===== src/rtl/lu_result_queue.sv =====
// rtl/lu_result_queue.sv - result capture and FIFO stage behind the 64-bit logical unit
module lu_result_queue #(
  parameter int DEPTH = 4,
  parameter int TAG_W = 4
) (
  input  logic                     rq_clk,
  input  logic                     rq_rst,
  input  logic                     issue_valid,
  output logic                     issue_ready,
  input  logic [2:0]               issue_opcode,
  input  logic [TAG_W-1:0]         issue_tag,
  input  logic                     flush,
  input  logic [63:0]              lu_c,
  output logic                     res_valid,
  input  logic                     res_ready,
  output logic [63:0]              res_data,
  output logic [2:0]               res_opcode,
  output logic [TAG_W-1:0]         res_tag,
  output logic                     res_zero,
  output logic                     res_ones,
  output logic                     res_parity,
  output logic [$clog2(DEPTH):0]   res_count
);

  localparam int PTR_W = $clog2(DEPTH);
  localparam int CNT_W = PTR_W + 1;
  localparam logic [CNT_W:0] DEPTH_V = (CNT_W + 1)'(DEPTH);

  typedef struct packed {
    logic [63:0]      data;
    logic             zero;
    logic             ones;
    logic             parity;
    logic [2:0]       opcode;
    logic [TAG_W-1:0] tag;
  } entry_t;

  entry_t             mem [DEPTH];
  entry_t             wr_entry;
  entry_t             head;
  logic [PTR_W-1:0]   wr_ptr;
  logic [PTR_W-1:0]   rd_ptr;
  logic [CNT_W-1:0]   count;
  logic               p_valid;
  logic [2:0]         p_opcode;
  logic [TAG_W-1:0]   p_tag;
  logic               ready_ok;
  logic [CNT_W:0]     occupancy;
  logic               accept;
  logic               pop;

  // Occupancy counts the in-flight op so the capture edge never sees a full FIFO.
  assign occupancy   = {1'b0, count} + {{CNT_W{1'b0}}, p_valid};
  assign issue_ready = ready_ok & ~rq_rst & (occupancy < DEPTH_V);
  assign accept      = issue_valid & issue_ready;
  assign res_valid   = (count != '0);
  assign pop         = res_valid & res_ready;
  assign res_count   = count;

  always_comb begin
    wr_entry        = '0;
    wr_entry.data   = lu_c;
    wr_entry.zero   = (lu_c == 64'd0);
    wr_entry.ones   = (lu_c == {64{1'b1}});
    wr_entry.parity = ^lu_c;
    wr_entry.opcode = p_opcode;
    wr_entry.tag    = p_tag;
  end

  // Head fields are masked when empty so stale entries never leak out after reset/flush.
  assign head       = mem[rd_ptr];
  assign res_data   = res_valid ? head.data   : 64'd0;
  assign res_opcode = res_valid ? head.opcode : 3'd0;
  assign res_tag    = res_valid ? head.tag    : '0;
  assign res_zero   = res_valid & head.zero;
  assign res_ones   = res_valid & head.ones;
  assign res_parity = res_valid & head.parity;

  always_ff @(posedge rq_clk) begin
    if (!rq_rst && !flush && p_valid) begin
      mem[wr_ptr] <= wr_entry;
    end
  end

  always_ff @(posedge rq_clk) begin
    if (rq_rst) begin
      ready_ok <= 1'b0;
      p_valid  <= 1'b0;
      p_opcode <= 3'd0;
      p_tag    <= '0;
      wr_ptr   <= '0;
      rd_ptr   <= '0;
      count    <= '0;
    end else begin
      ready_ok <= 1'b1;
      if (flush) begin
        p_valid <= 1'b0;
        wr_ptr  <= '0;
        rd_ptr  <= '0;
        count   <= '0;
      end else begin
        p_valid <= accept;
        if (accept) begin
          p_opcode <= issue_opcode;
          p_tag    <= issue_tag;
        end
        if (p_valid) begin
          wr_ptr <= wr_ptr + PTR_W'(1);
        end
        if (pop) begin
          rd_ptr <= rd_ptr + PTR_W'(1);
        end
        case ({p_valid, pop})
          2'b10:   count <= count + CNT_W'(1);
          2'b01:   count <= count - CNT_W'(1);
          default: count <= count;
        endcase
      end
    end
  end

endmodule


===== config.mk =====
export PLATFORM = sky130hd
export DESIGN_NAME = lu_result_queue
export DESIGN_NICKNAME = d
export VERILOG_FILES = /design/src/rtl/lu_result_queue.sv
export SDC_FILE = /design/constraint.sdc
export NUM_CORES = 1
export LEC_CHECK = 0
export BUFFER_PORTS_ARGS = -buffer_cell sky130_fd_sc_hd__buf_2
export CORE_MARGIN = 10
export CORE_UTILIZATION = 46
export DETAILED_ROUTE_END_ITERATION = 8
export PLACE_DENSITY = 0.67
export SLEW_MARGIN = 20
export SYNTH_ARGS = -nofsm -noshare
export SYNTH_HDL_FRONTEND = slang
export SYNTH_SLANG_ARGS = --single-unit

===== constraint.sdc =====
create_clock -name rq_clk -period 2.6 [get_ports rq_clk]
set_input_delay 0.13 -clock rq_clk [delete_from_list [all_inputs] [get_ports rq_clk]]
set_output_delay 0.13 -clock rq_clk [all_outputs]
set_load 0.02 [all_outputs]

==> reports/summary.log <==
[drt] number of vias per cell 5.06
[setup_path] category of the critical setup timing path reg -> out
[clock_tree] clock buffer count from CTS 35
[global_route] wire length of the first global-routing pass 46100 um
[sta] total negative slack 0 ns
[floorplan] die area 36400 sq um
[setup_path] Setup crit start kind register
[setup_path] worst reg2reg setup slack 0.45 ns
[place] placed insts 1261
[drt] Antenna Violating Nets Remaining 0
[place] DP Wirelength 19000 um
[final_layout] top library cells by usage in the layout, fill and taps aside edfxtp_1, buf_2, dlygate4sd3_1
[synthesis] simple-gate portion of the synthesized area 5.61%
[synthesis] main combinational cell family by area after synthesis multiplexers
[power_and_ir_drop] maximum vdd ir drop 0.494 mV
[place] port bufs 154
[global_route] pin count of the biggest net entering global routing 76
[synthesis] adder-cell area share of the yosys netlist 6.58%
[power_and_ir_drop] pwr dens 668 nW/um^2
[synthesis] cell area after technology mapping 13400 sq um
[sta] Clock Skews 0.0128 ns
[floorplan] Core Rows 62
[drt] vias post-DR 7103
[synthesis] number of cells produced by synthesis 731
[final_layout] number of inserted filler cells in the final layout 2221
[synthesis] multiplexer share of the synthesized area 13.0%
[synthesis] sequential fraction of the synthesis area 68.9%
[setup_path] maximum fanout along the worst path 26
[sta] unrepaired setup endpoints after global routing false
[synthesis] synthesized area divided by synthesized cell count 18.4 sq um
[clock_tree] clk slew on worst S/H paths 0.06 ns
[place] RePlAce Congestion 0.760
[final_layout] final standard cell area without fillers 16700 sq um
[final_layout] net count reported at finish 1138
[final_layout] Layout area overhead 24.3%
[synthesis] count of yosys warnings during synthesis 0
[synthesis] fraction of the mapped netlist area in compound gates 0.112%
[floorplan] die outline width 191 um
[drt] routed wire length per instance 21.0 um
[setup_path] required time of the critical path 2.47 ns
[drt] number of search-and-repair iterations in the first detailed-routing pass 4
[hold_path] type of the tightest min-delay check in -> reg
[synthesis] number of unique standard cell types used by synthesis 26
[sta] final setup violation count 0
[drt] DRC Markers 0
[sta] Slew Viols, Final 0
[power_and_ir_drop] leak pwr 6.28 nW
[floorplan] height of the chip 191 um
[synthesis] number of register bits inferred by synthesis 314
[final_layout] fraction of layout instances using a drive strength above 1 30.5%
[sta] Min Clock Period, post-route 2.43 ns
[setup_path] data arrival time at the worst-slack endpoint 2.30 ns
[global_route] GR Util All Layers 16.4%
[global_route] GRT overflow 0
[floorplan] effective utilization at floorplan 46.6%
[sta] part of the cycle the worst path needs 93.6%
[sta] slew at the pin with the worst max-slew slack 0.783 ns
[clock_tree] maximum count of clock buffers along a single path 3
[synthesis] area share of xor/xnor cells in the synthesized design 2.35%
[flow_run] Max Cap Viol 0
[clock_tree] Num Clock Sinks 314
[clock_tree] H-tree levels 2
[sta] count of final hold-check violations 0
[clock_tree] clock tree from TritonCTS yes
[setup_path] crit end category output port
[final_layout] most common cell after layout, fill and taps aside edfxtp_1
[floorplan] Core Footprint 28800 sq um
[final_layout] Cell Count, Final, Fillers Out 1404
[sta] headroom to the max-slew limit 47.8%
[clock_tree] clock latency on the worst-skew pair 0.51 ns
[place] total cell area at the placement stage 14800 sq um
[drt] Initial DRC Count 463
[global_route] number of antenna violations at the first check in global routing 2
[clock_tree] Clock Tree Root clkbuf_16
[clock_tree] # resized after CTS 0
[status] run status finished clean
[floorplan] count of pins on the block boundary 155
[sta] worst hold slack after final layout 0.0267 ns
[sta] Max Clk Rate 0.411 GHz
[global_route] via count of the first global-routing pass 7908
[drt] Detailed Route WL 29500 um
[synthesis] Synth Net Count 877
==> repair_timing <==
item | CTS | global route
hold endpoints to repair | 264 | 0
hold buffers | 78 | 0
setup buffers | 0 | 0
==> report_power, final <==
part	internal, W	switching [W]	total, W
logic	0.000352	0.000395	0.000747
registers	0.00560	0.00000790	0.00560
clock network	0.00284	0.00196	0.00479
==> flip-flops by register name, summed over array words and instances, names as in the netlist, named ones only <==
name       count
mem          296
p_opcode       3
p_tag          4
p_valid        1
rd_ptr         2
ready_ok       1
res_count      3
wr_ptr         2
==> cells in the mapped netlist (all sizes together) <==
| master | number | share of area, % |
|---|---|---|
| ha | 69 | 6.4 |
| or3b | 1 | 0.065 |
| buf | 17 | 1.1 |
| or3 | 2 | 0.093 |
| edfxtp | 296 | 66 |
| dfxtp | 18 | 2.7 |
| nand2 | 1 | 0.028 |
| inv | 73 | 2.0 |
| mux2i | 8 | 0.60 |
| and3 | 4 | 0.21 |
| nand3 | 2 | 0.15 |
| nor2 | 19 | 0.55 |
| or4 | 4 | 0.22 |
| xor2 | 6 | 0.39 |
| clkbuf | 11 | 0.31 |
| a21oi | 2 | 0.075 |
| xnor2 | 30 | 2.0 |
| fa | 1 | 0.15 |
| and2 | 75 | 3.5 |
| nand4 | 16 | 0.75 |
| o21ai | 1 | 0.037 |
| mux4 | 74 | 12 |
| or2 | 1 | 0.047 |
==> area by class of cell <==
cell class	count	area [sq um]	share of cell area [%]
clock buffer	42	912	5.47
clock inverter	21	214	1.28
inverter	73	274	1.64
timing repair buffer	252	1800	10.8
multi-input combinational	316	3730	22.4
sequential	314	9260	55.5
antenna	2	5.00	0.0300
tap	384	480	2.88
==> stage by stage <==
step | total power, W | worst slack [ns] | utilization, %
floorplan | 0.00612 | 0.511 | -
global route | 0.0115 | 0.0308 | 57.9
CTS | 0.0113 | 0.0912 | 57.9
global placement | 0.00635 | 0.564 | 51.3
finish | 0.0111 | 0.165 | 57.9
detailed placement | 0.00637 | 0.530 | 51.3
==> per-layer routing <==
metal  vias up  share of wire (%)  wire, um  GRT usage, %
li1       3280                  -         -             -
met1      3636                 45     13300          22.1
met3        32                4.5      1330          3.15
met5         -                  0         0             0
met2       155                 49     14400          27.1
met4         0                1.4       413          3.51
==> worst paths after layout <==
check,from,to,cells past startpoint
setup / recovery,register,res_parity,4
hold reg to reg,p_tag[2],mem[0][2],0
setup reg to reg,p_valid,p_tag[3],6
hold / removal,flush,register,3
==> critical path, cell delays in order, from the launching register on <==
cell,delay (ns)
dfxtp_4,0.60
buf_12,0.29
mux4_2,0.54
and2_1,0.20
buf_2,0.17
==> cell families after synthesis <==
group                      Yosys count
xor gates and xnor gates            36
adders and majority gates           70
buffers and inverters              101
muxes                               82
DFF                                314
and+or+nand+nor                    125
AOI/OAI and AO/OA                    3
(Power assumes the default switching activity.)
